<file path="config.mk">
export PLATFORM = sky130hd
export DESIGN_NAME = ml_inference_seq
export DESIGN_NICKNAME = d
export VERILOG_FILES = /design/src/rtl/ml_inference_seq.sv
export SDC_FILE = /design/constraint.sdc
export NUM_CORES = 1
export LEC_CHECK = 0
export CAP_MARGIN = 15
export CORE_ASPECT_RATIO = 1.5
export CORE_MARGIN = 3
export CORE_UTILIZATION = 35
export DETAILED_ROUTE_END_ITERATION = 6
export GPL_ROUTABILITY_DRIVEN = 0
export GPL_TIMING_DRIVEN = 0
export PLACE_DENSITY = 0.48
export SYNTH_ARGS = -nofsm -noshare
export SYNTH_HDL_FRONTEND = slang
export SYNTH_SLANG_ARGS = --single-unit
export TNS_END_PERCENT = 10
</file>
<file path="constraint.sdc">
create_clock -name clk -period 14.4 [get_ports clk]
set_input_delay 1.44 -clock clk [delete_from_list [all_inputs] [get_ports clk]]
set_output_delay 1.44 -clock clk [all_outputs]
set_load 0.05 [all_outputs]
</file>
<file path="src/rtl/ml_inference_seq.sv">
// Time-multiplexed two-layer classifier: one signed MAC, runtime-writable
// INT8 weights, valid/ready input, {class, confidence, valid} result strobe.
module ml_inference_seq #(
    parameter int N_IN  = 8,
    parameter int N_HID = 2,
    parameter int N_OUT = 6,
    parameter int ACC_W = 24,
    localparam int NW   = N_IN*N_HID + N_HID + N_HID*N_OUT + N_OUT,
    localparam int AW   = $clog2(NW)
) (
    input  logic            clk,
    input  logic            rst_n,
    input  logic [N_IN*8-1:0] features,
    input  logic            feature_valid,
    output logic            feature_ready,
    input  logic            wr_en,
    input  logic [AW-1:0]   wr_addr,
    input  logic [7:0]      wr_data,
    output logic            wr_err,
    output logic            busy,
    output logic [2:0]      ml_class,
    output logic [7:0]      ml_confidence,
    output logic            ml_valid
);

    localparam int B1  = N_IN*N_HID;
    localparam int W2B = B1 + N_HID;
    localparam int B2B = W2B + N_HID*N_OUT;
    localparam int IW  = $clog2(N_IN + N_HID + 1);
    localparam int CW  = $clog2(N_HID + N_OUT + 1);

    typedef enum logic [1:0] {
        S_IDLE,
        S_L1,
        S_L2,
        S_DONE
    } state_e;

    state_e state_q, state_d;
    logic [N_IN*8-1:0] feat_q, feat_d;
    logic [7:0] w_q [NW];
    logic [7:0] w_d [NW];
    logic [7:0] hidden_q [N_HID];
    logic [7:0] hidden_d [N_HID];
    logic signed [ACC_W-1:0] acc_q, acc_d;
    logic signed [ACC_W-1:0] max_q, max_d;
    logic signed [ACC_W-1:0] min_q, min_d;
    logic [IW-1:0] i_q, i_d;
    logic [CW-1:0] n_q, n_d;
    logic [2:0] arg_q, arg_d;
    logic [2:0] cls_q, cls_d;
    logic [7:0] conf_q, conf_d;
    logic valid_q, valid_d;
    logic wr_err_q, wr_err_d;

    logic wr_ok;
    logic [7:0] mac_x;
    logic [7:0] mac_w;
    logic [AW-1:0] rd_addr;
    logic signed [16:0] prod;
    logic signed [ACC_W-1:0] prod_ext;
    logic signed [ACC_W-1:0] bias_ext;
    logic signed [ACC_W-1:0] acc_base;
    logic signed [ACC_W-1:0] sum;
    logic signed [ACC_W-1:0] gap;

    assign feature_ready = (state_q == S_IDLE);
    assign busy          = (state_q != S_IDLE);
    assign wr_err        = wr_err_q;
    assign ml_class      = cls_q;
    assign ml_confidence = conf_q;
    assign ml_valid      = valid_q;

    assign mac_w    = w_q[rd_addr];
    assign prod     = $signed({1'b0, mac_x}) * $signed(mac_w);
    assign prod_ext = {{(ACC_W-17){prod[16]}}, prod};
    assign bias_ext = {{(ACC_W-16){mac_w[7]}}, mac_w, 8'h00};
    assign acc_base = (i_q == '0) ? '0 : acc_q;
    assign sum      = acc_q + bias_ext;
    assign gap      = max_q - min_q;

    always_comb begin
        state_d  = state_q;
        feat_d   = feat_q;
        w_d      = w_q;
        hidden_d = hidden_q;
        acc_d    = acc_q;
        max_d    = max_q;
        min_d    = min_q;
        i_d      = i_q;
        n_d      = n_q;
        arg_d    = arg_q;
        cls_d    = cls_q;
        conf_d   = conf_q;
        valid_d  = 1'b0;
        mac_x    = '0;
        rd_addr  = '0;

        // Writes land before an accept in the same cycle is used.
        wr_ok    = wr_en && (state_q == S_IDLE) && (int'(wr_addr) < NW);
        wr_err_d = wr_en && !wr_ok;
        if (wr_ok) begin
            w_d[wr_addr] = wr_data;
        end

        unique case (state_q)
            S_IDLE: begin
                if (feature_valid) begin
                    feat_d  = features;
                    state_d = S_L1;
                    i_d     = '0;
                    n_d     = '0;
                end
            end
            S_L1: begin
                if (int'(i_q) < N_IN) begin
                    for (int k = 0; k < N_IN; k++) begin
                        if (int'(i_q) == k) mac_x = feat_q[k*8 +: 8];
                    end
                    rd_addr = AW'(int'(i_q)*N_HID + int'(n_q));
                    acc_d   = acc_base + prod_ext;
                    i_d     = i_q + 1'b1;
                end else begin
                    rd_addr = AW'(B1 + int'(n_q));
                    for (int k = 0; k < N_HID; k++) begin
                        if (int'(n_q) == k) begin
                            if (sum <= 0)
                                hidden_d[k] = 8'h00;
                            else if (|sum[ACC_W-2:16])
                                hidden_d[k] = 8'hFF;
                            else
                                hidden_d[k] = sum[15:8];
                        end
                    end
                    i_d = '0;
                    if (int'(n_q) == N_HID-1) begin
                        n_d     = '0;
                        state_d = S_L2;
                    end else begin
                        n_d = n_q + 1'b1;
                    end
                end
            end
            S_L2: begin
                if (int'(i_q) < N_HID) begin
                    for (int k = 0; k < N_HID; k++) begin
                        if (int'(i_q) == k) mac_x = hidden_q[k];
                    end
                    rd_addr = AW'(W2B + int'(i_q)*N_OUT + int'(n_q));
                    acc_d   = acc_base + prod_ext;
                    i_d     = i_q + 1'b1;
                end else begin
                    rd_addr = AW'(B2B + int'(n_q));
                    // Strict > keeps the lowest index on ties.
                    if (n_q == '0) begin
                        max_d = sum;
                        min_d = sum;
                        arg_d = '0;
                    end else begin
                        if (sum > max_q) begin
                            max_d = sum;
                            arg_d = 3'(n_q);
                        end
                        if (sum < min_q) min_d = sum;
                    end
                    i_d = '0;
                    if (int'(n_q) == N_OUT-1) begin
                        n_d     = '0;
                        state_d = S_DONE;
                    end else begin
                        n_d = n_q + 1'b1;
                    end
                end
            end
            S_DONE: begin
                if (gap[ACC_W-1] || gap == '0)
                    conf_d = 8'h00;
                else if (|gap[ACC_W-2:16] || gap[15:8] == 8'hFF)
                    conf_d = 8'hFF;
                else
                    conf_d = gap[15:8];
                cls_d   = arg_q;
                valid_d = 1'b1;
                state_d = S_IDLE;
            end
            default: state_d = S_IDLE;
        endcase
    end

    always_ff @(posedge clk or negedge rst_n) begin
        if (!rst_n) begin
            state_q  <= S_IDLE;
            feat_q   <= '0;
            for (int k = 0; k < NW; k++) w_q[k] <= '0;
            for (int k = 0; k < N_HID; k++) hidden_q[k] <= '0;
            acc_q    <= '0;
            max_q    <= '0;
            min_q    <= '0;
            i_q      <= '0;
            n_q      <= '0;
            arg_q    <= '0;
            cls_q    <= '0;
            conf_q   <= '0;
            valid_q  <= 1'b0;
            wr_err_q <= 1'b0;
        end else begin
            state_q  <= state_d;
            feat_q   <= feat_d;
            w_q      <= w_d;
            hidden_q <= hidden_d;
            acc_q    <= acc_d;
            max_q    <= max_d;
            min_q    <= min_d;
            i_q      <= i_d;
            n_q      <= n_d;
            arg_q    <= arg_d;
            cls_q    <= cls_d;
            conf_q   <= conf_d;
            valid_q  <= valid_d;
            wr_err_q <= wr_err_d;
        end
    end

endmodule
</file>
# After elaboration in Yosys (flattened, before gate mapping)
# Cells that the tools add are included.
[totals]
register_bits = 466
latch_bits = 0
ramBits = 0
rom_bits = 0
inputBits = 82
output_inout_bits = 15
mem_count = 0
[op_classes]
addsub = 10
mul = 2
n_div = 0
magnitude_cmp = 9
n_eq_ne = 20
n_shift = 0
n_mux = 52
bitwise_logic = 4
reduce_logical = 29
[ops]
columns = ["op", "count"]
rows = [
  ["288-bit bitwise mux", 1],
  ["24-bit two-way mux", 7],
  ["8-bit two-way mux", 19],
  ["8-bit binary-select mux with 6-bit select", 1],
  ["8-bit demux with 6-bit select", 1],
  ["24-bit one-hot mux with 2 select lines", 1],
  ["4-bit two-way mux", 7],
  ["24-bit by 16-bit adder with 24-bit output", 1],
  ["24-bit by 17-bit adder with 24-bit output", 1],
  ["24-bit > comparator", 1],
  ["24-bit by 1-bit <= comparator with 1-bit output (second input constant)", 1],
  ["24-bit logical NOT", 1],
  ["24-bit < comparator", 1],
  ["4-bit one-hot mux with 3 select lines", 2],
  ["24-bit subtractor", 1],
  ["4-bit == test (second input constant)", 5],
  ["9-bit by 8-bit multiplier with 17-bit output", 1],
  ["4-bit logical NOT", 4],
  ["8-bit one-hot mux with 2 select lines", 1],
  ["3-bit AND reduction", 5],
  ["7-bit greater-or-equal comparator (second input constant)", 2],
  ["2-bit != test (second input constant)", 7],
  ["6-bit NOT with 7-bit output", 2],
  ["7-bit OR reduction", 2],
  ["31 further kinds", 51],
]

# Longest topological paths before layout
# Gate-level depths: netlist of run 1.
[logic_depth]
ltp_word = 15
ltp_mapped = 39

# Worst setup path before layout of run 1
# Ideal clock, no wire load.
[synth_timing]
kind = "reg-to-reg"
from = "reg i_q[1]"
to = "reg acc_q[23]"
arrival_time_ps = 8765
slack_ps = 5487
stages_incl_launch_ff = 29
path_buffers = 0
cell_sequence = "dfrtp_1 ha_1 fa_1 ha_1 ha_1 a21o_1 a21oi_1 xnor3_1 a2111oi_2 nand2_1 nand2_1 inv_1 fa_1 inv_1 fa_1 fa_1 fa_1 fa_1 ha_1 o21ai_0 o21ai_0 o311a_1 o41ai_1 o311a_1 nor3_1 a31oi_1 nand3_1 a32oi_1 o311ai_0"
[synth_via]
elab_chain_len = 15
[synth_lines]
columns = ["element", "line_no", "rtl"]
rows = [
  ["start: declaration", "48", "logic [IW-1:0] i_q, i_d;"],
  ["start signal: assignment", "214", "i_q <= i_d;"],
  ["branches (longest 15 deep; another with 24-bit by 17-bit adder with 24-bit output)", "--", ""],
  ["end signal: assignment", "196", "acc_q <= '0;"],
  ["end signal: assignment", "211", "acc_q <= acc_d;"],
  ["end: declaration", "45", "logic signed [ACC_W-1:0] acc_q, acc_d;"],
]
# Several ways; the timed one is not identified. The select of a mux whose other input is x is not followed.
# A chain may end at the register's enable or synchronous reset.

# Final worst setup path of run 1
[layout_timing]
from = "reg i_q[3]"
to = "reg min_q[18]"
[layout_via]
elab_chain_len = 13
[layout_lines]
columns = ["element", "line_no", "rtl"]
rows = [
  ["4-bit by 2-bit multiplier with 5-bit output", "149", "rd_addr = AW'(W2B + int'(i_q)*N_OUT + int'(n_q));"],
  ["5-bit by 6-bit adder with 6-bit output", "149", ""],
  ["6-bit by 4-bit adder with 6-bit output", "149", ""],
  ["6-bit two-way mux", "145", "if (int'(i_q) < N_HID) begin"],
  ["6-bit one-hot mux with 2 select lines (*)", "106", "unique case (state_q)"],
  ["6-bit NOT with 7-bit output (implied by the code) (*)", "74", "assign mac_w = w_q[rd_addr];"],
  ["8-bit binary-select mux with 6-bit select (*)", "74", ""],
  ["8-bit two-way mux (implied by the code) (*) (2 in series)", "74", ""],
  ["24-bit by 16-bit adder with 24-bit output (*)", "79", "assign sum = acc_q + bias_ext;"],
  ["named net sum[23]", "64", "logic signed [ACC_W-1:0] sum;"],
  ["24-bit < comparator (*)", "164", "if (sum < min_q) min_d = sum;"],
  ["2-bit nonzero test (no source line) (*)", "--", ""],
  ["3-bit AND reduction (no source line) (*)", "--", ""],
  ["end signal: assignment", "213", "min_q <= min_d;"],
  ["end: declaration", "47", "logic signed [ACC_W-1:0] min_q, min_d;"],
]
# The timed path passes the listed nets; every way through them passes the cells marked *. The select of a mux whose other input is x is not followed.

==> results summary, run 1 <==
The via count normalized by instance count came out at 5.33. The total vias in the final route is 19.6k. During synthesis, Yosys emitted a total of 0 warnings. The initial antenna violation count is 4. The post-layout worst setup margin is 1.59 ns. For this run, the total global-route usage over all layers was measured as 19.8%. Power spread over the standard cell area amounts to 197 nW/um^2. Sorting the synthesized cells by how often they occur yields sky130_fd_sc_hd__dfrtp_1 (466), sky130_fd_sc_hd__mux2_2 (409), sky130_fd_sc_hd__nand2_1 (210).

Of all nets on the critical path, the largest fanout is 11. The post-cts gate resize count is 0. The number of global-route vias before repair was 21.3k.

The y dimension of the die is 352 um. The fraction of registers with async set/reset came out at 100%. The data required time of the worst path came out at 14.87 ns. The number of standard-cell rows in the floorplan is 126. The category of cells accounting for the largest share of critical-path delay is compound AO/OA/AOI/OAI gates. The wire length of the first global-routing pass is 127000 um. The cell count after synthesis came out at 2464.

The number of nets in the synthesized netlist is 2793. The number of cells on the worst hold path is 2. The average size of a mapped cell came out at 11.3 um^2. The synthesized design spends more area on one cell type than any other, namely sky130_fd_sc_hd__dfrtp_1. The number of cell instances on the worst register-to-register path came out at 37.

Derived from the worst setup path, the maximum achievable clock frequency is 78.1 MHz. The worst IR drop on VDD is 0.0907 mV. The worst hold endpoint is hidden_q[12]. For this run, the share of the core covered by cells in the final layout is 40.7%. TritonCTS built the clock tree. For this run, the post-layout net count is 2950. The clock slew seen by the registers of the worst setup and hold paths came out at 0.07 ns.

The number of cells in the design after placement is 3590. Summing every instance area after synthesis gives 27900 um^2. The floorplan step defined a die boundary enclosing 83200 um^2. The maximum clock insertion buffer count is 3. The number of endpoints with negative hold slack in the final report came to 0. The buffers plus inverters on the worst setup path is 10.

The number of different library cells used by synthesis comes to 75. The headroom to the max-slew limit is 18.2%. The slew at the pin with the worst max-slew slack came out at 1.22 ns. At the worst endpoint, the arrival time is 13.28 ns. The count of fill cells added during filler insertion came out at 7655. The leakage power figure came out at 15.0 nW. The worst setup path is of the flop to flop kind. The top-level port count is 97.

The overflow left after global routing is 0. Ranked by total cell area, the synthesized netlist is headed by sky130_fd_sc_hd__dfrtp_1 (42%), sky130_fd_sc_hd__mux2_2 (17%), sky130_fd_sc_hd__ha_1 (8.5%), sky130_fd_sc_hd__mux4_2 (5.2%), sky130_fd_sc_hd__fa_1 (4.1%). The filler-free cell count of the finished design came out at 3687. The worst register-to-register path begins at i_q[3]. The slowest cell on the critical path is sky130_fd_sc_hd__a21oi_1. The kind of launch point of the worst setup path is a flop.

The maximum number of pins on one net before global-route repair is 125. The post-route fraction of the period consumed by the critical path is 88.9%. Counting stages on the worst path, the most repeated cell is sky130_fd_sc_hd__a21oi_1. The most frequently used cell type in the post-synthesis netlist is sky130_fd_sc_hd__dfrtp_1. The clock network latency to the later pin of the worst-skew pair is 0.62 ns. The half-perimeter wire length after detailed placement is 62000 um. The share of the yosys chip area belonging to registers came out at 41.8%. Before CTS, the worst setup slack after placement is 1.25 ns. The number of hold buffers added after cts came out at 0. The tree is rooted in a sky130_fd_sc_hd__clkbuf_16. In this run the number of H-tree levels came out at 2. After detailed routing, the total wire length is 81900 um. The worst-case register-to-register setup slack came out at 1.59 ns. The area share of the largest cell type after synthesis came out at 41.8%. The number of setup violations in the final report is 0. The TritonCTS buffer count is 51. The routed length per placed instance came out at 22.2 um. After synthesis the netlist holds a flip-flop and latch count of 466. The overall power after layout is 6.31 mW. The final critical path time including I/O delays and setup came out at 12.81 ns. The max-slew violation count came out at 0. The share of post-route cells with drive strength above 1 is 23.2%. The max-capacitance violation count is 0. The footprint of the flip-flops and latches came out at 11700 um^2. The area added between synthesis and finish came out at 14.9%. The number of enable flip-flop cells after synthesis came out at 0. The worst setup path is captured at a flop. The core region is 78800 um^2. Once the clock tree was built, the setup fixing pass inserted 0 buffers.

The worst clock skew came out at 0.0341 ns. The number of DRC markers after the initial detailed-route iteration came out at 1000. The initial core utilization came out at 35.4%.

The detailed-route DRC error count is 0. The area occupied by multi-input gates came out at 15200 um^2. The remaining number of nets flagged by the antenna check after routing is 0.

The startpoint identified for the worst hold timing path is hidden_q[12]. The worst register-to-register path ends at min_q[18]. The stage delay of the slowest cell on the critical path came out at 0.95 ns.

The summed negative setup slack over all endpoints is 0 ns. The flow ran to the end, and the final reports show no timing, DRC or antenna violations. Buffers placed on the I/O ports in this run total 93. The first-pass iteration count of the detailed router is 5. The die width came out at 237 um.

The worst hold path belongs to the class flop to flop. Setup repair after global routing left no endpoint under its margin. The most used flip-flop cell after synthesis is sky130_fd_sc_hd__dfrtp_1. The clock sink count came out at 466.
-- registers in the layout (all words and copies together) (netlist names) --
register       cells
w_q              288
feat_q            64
acc_q             24
max_q             24
min_q             24
hidden_q          16
ml_confidence      8
i_q                4
n_q                4
arg_q              3
ml_class           3
state_q            2
ml_valid           1
wr_err             1
-- worst min-delay path, delay by kind of cell, from the launching register on --
family / cells / cell delay, ns
flops: 1 / 0.34
simple gates: 1 / 0.05
compound gates: 1 / 0.05
-- kinds of logic after synthesis --
family | count (synthesis) | share of synthesized area, %
AND/OR/NAND/NOR | 601 | 10.1
multiplexers | 487 | 22.2
flip-flops | 466 | 41.8
AO/OA/AOI/OAI | 355 | 8.15
buffers and inverters | 266 | 3.69
adder cells (fa/ha/maj) | 247 | 12.6
XOR/XNOR | 42 | 1.39
-- metrics by stage --
step	hold WS [ns]	cell area, um^2
detailed placement	0.467	30300
floorplan	0.448	27900
global placement	0.464	30100
finish	0.478	32100
global route	0.493	32100
CTS	0.481	32000
-- how the worst max path moves through the flow --
stage               cells after the start   endpoint  startpoint
floorplan                              28  acc_q[23]      i_q[1]
global placement                        1   w_q[257]       rst_n
detailed placement                     37  min_q[21]      i_q[3]
CTS                                    37  min_q[18]      i_q[3]
global route                           37  min_q[18]      i_q[3]
finish                                 37  min_q[18]      i_q[3]
-- metal layers --
metal / routed length (um) / vias to the layer above / track usage [%]
met5: 27 / - / 0
met4: 3220 / 4 / 7.58
met3: 2340 / 140 / 2.48
met2: 45100 / 315 / 38.6
met1: 31200 / 10100 / 21.6
li1: - / 9083 / -
-- where the power goes --
| group | total, mW | switching [mW] | internal, mW |
|---|---|---|---|
| Combinational | 3.21 | 1.98 | 1.23 |
| Sequential | 1.71 | 0.152 | 1.56 |
| Clock | 1.39 | 0.575 | 0.814 |
-- area by class of cell --
cell class / instances / area share, %
timing repair buffer: 104 / 3.45
sequential: 466 / 36.4
tap: 1024 / 3.99
buffer: 109 / 1.37
clock inverter: 22 / 0.843
inverter: 157 / 1.84
antenna: 2 / 0.0156
multi-input combinational: 1732 / 47.5
clock buffer: 71 / 4.65
-- layout by cell type (no fill, tap or decap), types with 10 or more instances in the layout --
cell	synthesis	final
sky130_fd_sc_hd__a211oi_1	10	10
sky130_fd_sc_hd__a21o_1	18	18
sky130_fd_sc_hd__a21oi_1	109	109
sky130_fd_sc_hd__a31oi_1	12	12
sky130_fd_sc_hd__and2_1	17	17
sky130_fd_sc_hd__clkbuf_1	90	97
sky130_fd_sc_hd__clkbuf_16	0	52
sky130_fd_sc_hd__clkbuf_8	0	12
sky130_fd_sc_hd__clkdlybuf4s50_1	0	92
sky130_fd_sc_hd__clkinv_2	0	13
sky130_fd_sc_hd__dfrtp_1	466	466
sky130_fd_sc_hd__fa_1	57	57
sky130_fd_sc_hd__ha_1	190	190
sky130_fd_sc_hd__inv_1	157	157
sky130_fd_sc_hd__mux2_2	409	409
sky130_fd_sc_hd__mux2i_1	12	12
sky130_fd_sc_hd__mux4_2	65	65
sky130_fd_sc_hd__nand2_1	210	210
sky130_fd_sc_hd__nand2b_1	11	11
sky130_fd_sc_hd__nand3_1	72	72
sky130_fd_sc_hd__nand3b_1	19	19
sky130_fd_sc_hd__nand4_1	10	10
sky130_fd_sc_hd__nor2_1	146	146
sky130_fd_sc_hd__nor2b_1	25	25
sky130_fd_sc_hd__nor3_1	28	28
sky130_fd_sc_hd__o21a_1	16	16
sky130_fd_sc_hd__o21ai_0	75	75
sky130_fd_sc_hd__o22ai_1	10	10
sky130_fd_sc_hd__o31ai_1	25	25
sky130_fd_sc_hd__or2_2	22	22
sky130_fd_sc_hd__xnor2_1	27	27
sky130_fd_sc_hd__xor2_1	13	13
(Power assumes the default switching activity.)
==> run 2: changes to the inputs <==
--- a/config.mk
+++ b/config.mk
@@ -7,7 +7,7 @@
 export LEC_CHECK = 0
 export CAP_MARGIN = 15
 export CORE_ASPECT_RATIO = 1.5
-export CORE_MARGIN = 3
+export CORE_MARGIN = 2
 export CORE_UTILIZATION = 35
 export DETAILED_ROUTE_END_ITERATION = 6
 export GPL_ROUTABILITY_DRIVEN = 0
==> run 2 against run 1 <==
Critical path depth did not move. Global-route usage rose by 0.45 points. Maximum frequency is 2.6% lower. Clock power is essentially flat. Critical path type unchanged. Highest routed layer unchanged. Largest power group unchanged. Sequential share of layout area is 0.052 points lower. Non-clock buffer count up 3. Die area shrank 1.4%. Flip-flop and latch count unchanged. Largest cell class unchanged.
==> results summary, run 2 (synthesized netlist as in run 1, its figures left out) <==
The worst-case register-to-register setup slack is 1.25 ns (-0.34 ns). The wire length of the first global-routing pass is 126000 um (-0.48%). The number of setup violations in the final report came out at 0 (unchanged). The post-cts gate resize count is 0 (unchanged). The final design area excluding fillers was 32100 um^2 (+0.14%). The total length of routed wires came to 81900 um (about the same). The count of fill cells added during filler insertion came out at 7633 (-0.29%). The post-layout net count is 2954 (+0.14%). The maximum number of pins on one net before global-route repair was 116 (-7.2%).

The data required time of the worst path is 14.85 ns (-0.02 ns). The worst setup path is of the flop to flop kind. The slew at the pin with the worst max-slew slack was 1.31 ns (+0.0852 ns). The clock slew seen by the registers of the worst setup and hold paths is 0.06 ns (about the same). Counting stages on the worst path, the most repeated cell is sky130_fd_sc_hd__a21oi_1. The final core area utilization is 40.7% (+0.059 points). The endpoint kind of the worst setup timing path is a flop. The max-slew violation count was 0 (unchanged). The summed negative setup slack over all endpoints was 0 ns (unchanged). The number of endpoints with negative hold slack in the final report is 0 (unchanged). The worst-case hold slack is 0.476 ns (-0.00170 ns).

The leakage power figure came out at 15.0 nW (+0.18%). The post-route fraction of the period consumed by the critical path came out at 91.3% (+2.4 points). The headroom to the max-slew limit came out at 12.9% (-5.4 points). The via count normalized by instance count came to 5.31 (-0.25%). The number of cells in the design after placement was 3593 (+0.084%). The initial core utilization is 35.4% (unchanged). The classification of the worst-slack hold path is flop to flop. The power density over the cells came out at 197 nW/um^2 (about the same). The flow ran to the end, and the final reports show no timing, DRC or antenna violations. The post-CTS setup repair buffer count came out at 0 (unchanged).

The clock tree from TritonCTS is done. The filler-free cell count of the finished design came out at 3693 (+0.16%). The post-layout worst setup margin is 1.25 ns (-0.342 ns). The largest fanout of any net on the critical path was 11 (unchanged). The number of DRC markers after the initial detailed-route iteration is 888 (-11%). The y dimension of the die is 350 um (-0.57%).

The TritonCTS buffer count came out at 52 (+2.0%). The placeable core region came out at 78800 um^2 (unchanged). The remaining number of nets flagged by the antenna check after routing is 0 (unchanged).

The number of global-route vias before repair is 21.4k (+0.53%). The worst slack at placement is 1.29 ns (+0.0336 ns). The number of standard-cell rows in the floorplan came out at 126 (unchanged).

The global routing usage summed across all routing layers came out at 20.2% (+0.45 points). The number of flip-flops under the largest register name came out at 288 (unchanged). The overflow left after global routing came out at 0 (unchanged). The final critical path time including I/O delays and setup is 13.15 ns (+0.342 ns).

The cell area after placement came out at 30300 um^2 (about the same). The detailed-route DRC error count came out at 0 (unchanged). The max-capacitance violation count is 0 (unchanged). The half-perimeter wire length after detailed placement came out at 62200 um (+0.38%). The clock network latency to the later pin of the worst-skew pair was 0.64 ns (+0.02 ns). Setup repair after global routing left no endpoint under its margin. The worst IR drop on VDD was 0.105 mV (+15%). The top-level port count is 97 (unchanged). The initial antenna violation count was 4 (unchanged). The stage delay of the slowest cell on the critical path came out at 1.01 ns (+0.06 ns). The endpoint arrival time on the critical path came out at 13.60 ns (+0.32 ns).

The overall power after layout came out at 6.32 mW (+0.10%). The clock root buffer master is sky130_fd_sc_hd__clkbuf_16. The highest achievable clock rate was 76.1 MHz (-2.6%). The maximum clock insertion buffer count is 3 (unchanged). The maximum level of the CTS H-tree was 2 (unchanged). For this design, the slowest cell found on the critical path is sky130_fd_sc_hd__a21oi_1. The area added between synthesis and finish came out at 15.1%. The most frequent standard cell in the layout excluding fill and tap cells is sky130_fd_sc_hd__dfrtp_1. The count of port buffers added during placement was 93 (unchanged). The total vias in the final route is 19.6k (-0.087%).

The first-pass iteration count of the detailed router came out at 5 (unchanged). The die width came out at 235 um (-0.85%). The share of post-route cells with drive strength above 1 was 23.1% (-0.052 points).

The library cells used most frequently in the layout, excluding fill and tap cells, are sky130_fd_sc_hd__dfrtp_1 (466), sky130_fd_sc_hd__mux2_2 (409), sky130_fd_sc_hd__nand2_1 (210), sky130_fd_sc_hd__ha_1 (190), sky130_fd_sc_hd__inv_1 (157). The clock sink count is 466 (unchanged). The die footprint is 82100 um^2 (-1.4%). The number of hold buffers added after cts is 0 (unchanged). The routed length per placed instance is 22.2 um (-0.11%). The largest registers in the layout are w_q (288), feat_q (64).

The kind of launch point of the worst setup path is a flop. The worst clock skew was 0.0764 ns (+0.0423 ns). Ranked by flip-flop count, first place goes to w_q.
run 2: layer usage:
layer	global-route usage, %	share of wire (%)	vias up
met1	22.1	38	10000
met3	2.24	2.6	141
met2	39.2	55	335
met4	7.61	4.2	6
met5	0	0.054	-
li1	-	-	9108
run 2: final timing paths:
kind | depth (start not counted) | from | to
worst min-delay path | 2 | hidden_q[0] | hidden_q[0]
min in group asynchronous | 1 | rst_n | feat_q[12]
worst max register to register | 37 | i_q[3] | min_q[16]
worst min register to register | 2 | hidden_q[0] | hidden_q[0]
max in group asynchronous | 4 | rst_n | w_q[215]
worst max-delay path | 37 | i_q[3] | min_q[16]
run 2: cell type report:
cell class	instances	area (um^2)	area share (%)
Inverter	157	589	1.83
Tap cell	1024	1280	3.99
Buffer	109	440	1.37
Timing Repair Buffer	107	1140	3.55
Multi-Input combinational cell	1732	15200	47.4
Clock buffer	74	1490	4.65
Antenna cell	2	5.00	0.0156
Sequential cell	466	11700	36.3
Clock inverter	22	290	0.904
run 2: critical path, delay by kind of cell (launching register included):
kind                     cells  cell delay (ns)
buffers and inverters       10             3.32
flip-flops                   1             0.39
AND/OR/NAND/NOR              8             1.80
multiplexers                 2             0.86
XOR/XNOR                     1             0.62
AO/OA/AOI/OAI               13             4.92
adder cells (fa/ha/maj)      3             1.03
run 2: power by group:
| group | internal, mW | switching, mW | leakage [nW] |
|---|---|---|---|
| sequential | 1.56 | 0.153 | 6.29 |
| clock | 0.816 | 0.574 | 0.889 |
| combinational | 1.24 | 1.98 | 7.82 |
| total | 3.61 | 2.71 | 15.0 |
==> run 3: changes to the inputs <==
==> constraint.sdc (replaced) <==
create_clock -name clk -period 15.5 [get_ports clk]
set_input_delay 1.55 -clock clk [delete_from_list [all_inputs] [get_ports clk]]
set_output_delay 1.55 -clock clk [all_outputs]
set_load 0.05 [all_outputs]
==> results of run 3 <==
Same layout as run 2 (identical final DEF). Status: finished, final reports clean.
Main changes from that run: setup slack after placement 1.29 ns -> 2.39 ns; setup slack after layout 1.25 ns -> 2.35 ns; register-to-register setup slack 1.25 ns -> 2.35 ns; total power 6.32 mW -> 5.87 mW; worst IR drop on VDD 0.105 mV -> 0.0973 mV
==> RTL edit (flow settings as in run 1) <==
`n_q` no longer has a reset.
--- a/src/rtl/ml_inference_seq.sv
+++ b/src/rtl/ml_inference_seq.sv
@@ -199,3 +199,2 @@
             i_q      <= '0;
-            n_q      <= '0;
             arg_q    <= '0;
@@ -214,3 +213,2 @@
             i_q      <= i_d;
-            n_q      <= n_d;
             arg_q    <= arg_d;
@@ -223,2 +221,6 @@
 
+    always_ff @(posedge clk) begin
+        n_q <= n_d;
+    end
+
 endmodule
Formal check against the unedited RTL: same outputs for any inputs over 4 cycles, from zero or initial values and one cycle with rst_n low; that may be too few to reach the edited logic, so the function may still have changed.
==> RTL edit against run 1 <==
Power rose by 2.8%; area after synthesis fell by 0.66%; sequential cell count is the same; die area shrank 0.65%; global-route usage is 0.51 points lower; cell area shrank 0.28%; synthesized cell count down 7.0%; setup slack gained 1.6 ns; sequential power hardly changed; routed wire length is 2.2% lower; via count decreased by 4.9%; first-iteration DRC count rose by 4.6%; sequential share of layout area increased by 0.17 points; critical path type unchanged; largest power group unchanged.
==> RTL edit: results <==
clock_tree:
  ctsResizeCount: 0
  clock_latency_ns: 0.61
  cts-root-buf: "clkbuf_16"
  cts_made_buffers: 52
  h-tree-depth: 2
worst_setup_path:
  cpPeakStageDelay_ns: 0.83
  crit_slowest_cell: "nor2_1"
  worst_ep_arrival_time_ns: 11.64
layout:
  nFillCells: 7372
  nets: 2792
  final_cells: 3517
  drive_above_1_share_pct: 26.4
sta:
  fin_worst_skew_ns: 0.0405
  worst_pin_slew_ns: 1.28
global_routing:
  grtUsageTotal_pct: 19.3
  first_global_vias: 20300
  grt_max_degree: 120
  grt_pass1_wl_um: 123000
  antenna_found_initial: 3
pwr:
  p_leak_nw: 15.3
  ir_drop_mv: 0.133
  power.internal_mw: 3.73
route:
  viasPerCell: 5.31
  drtPass1Iterations: 5
  drt_iter0_markers: 1046
  drt-total-wl_um: 80100
placement:
  hpwlAfterDp_um: 61700
  numPortBuffers: 94
  dp.cells: 3425
logic_synthesis:
  async_reset_ff_share_pct: 99.1
  netlist_top_cells_area: "dfrtp_1 42%, mux2_2 18%, ha_1 8.6%, mux4_2 6.0%, fa_1 4.1%"
  synth_edf_count: 4
  synth_nets: 2621
  yosysSeqAreaShare_pct: 42.1
  ys_types: 72
  synthTopCellsByCount: "462 x dfrtp_1, 437 x mux2_2, 190 x ha_1"
  avgSynthCellArea_um2: 12.1
outcome:
  status: "completed"
hold_path:
  hold_path.class: "register to register"
floorplan:
  core.rowCount: 125
## RTL edit: cell count changes after synthesis, sizes merged, moves of 9 or more
cell and change:
o31ai -23, clkbuf -16, mux4 +9, nor3 -9, nand3 -29, or2 -21, mux2i +25, nor2b -9
nor2 -19, inv -10, a21oi -9, mux2 +27, nand2 -93
## RTL edit: cells by family (layout without fill, tap and decap cells)
group                      count (synthesis)  in the layout  synth area share [%]
other                                      0              3                     0
and+or+nand+nor                          416            416                  7.10
AOI/OAI and AO/OA                        323            323                  7.77
DFF                                      466            466                  42.1
adders and majority gates                247            247                  12.7
xor gates and xnor gates                  48             48                  1.67
muxes                                    548            548                  25.1
buffers and inverters                    244            450                  3.54
## RTL edit: final cells by class
type,instances,share of cell area [%]
Buffer,97,1.35
Tap cell,1016,3.97
Timing Repair Buffer,117,3.98
Clock inverter,17,0.618
Sequential cell,466,36.5
Inverter,147,1.73
Multi-Input combinational cell,1582,47.1
Clock buffer,72,4.68
Antenna cell,3,0.0235
## RTL edit: final timing paths
check / startpoint / to / slack, ns / depth (start not counted)
setup / recovery: i_q[1] / max_q[19] / 3.23 / 35
max in group asynchronous: rst_n / w_q[64] / 12.05 / 3
min in group asynchronous: rst_n / feat_q[3] / 0.80 / 1
setup reg to reg: i_q[1] / max_q[19] / 3.23 / 35
hold / removal: arg_q[0] / arg_q[0] / 0.49 / 1
hold reg to reg: arg_q[0] / arg_q[0] / 0.49 / 1
## RTL edit: per-layer routing
metal,GRT usage (%),part of all wire [%],vias up
met5,0,0,-
met4,8.08,4.7,0
met3,2.09,2.9,147
met2,36.6,53,333
met1,21.8,39,9596
li1,-,-,8592
## RTL edit: critical path: cells and delay by family, from the launching register on
family,cells,cell delay (ns)
xor+xnor,1,0.36
fa+ha+maj,6,2.01
mux,2,0.73
simple gates,12,3.13
buf+inv,7,2.19
compound gates,7,1.98
flops,1,0.60
## RTL edit: through the flow
stage               setup WS, ns  cell area (um2)  hold WS [ns]
CTS                         2.89            32000         0.490
detailed placement          2.98            30300         0.476
finish                      3.23            32000         0.488
global route                2.35            32000         0.511
global placement           -8.64            29900         0.472
floorplan                   5.41            27700         0.455
## RTL edit: power groups by stage
stage / registers [mW] / logic (mW) / clock network [mW]
2_1_floorplan: 1.73 / 2.42 / 0
3_3_place_gp: 1.73 / 3.43 / 0
3_5_place_dp: 1.73 / 3.47 / 0
4_1_cts: 1.71 / 3.49 / 1.39
5_1_grt: 1.74 / 3.81 / 1.43
6_report: 1.71 / 3.43 / 1.34
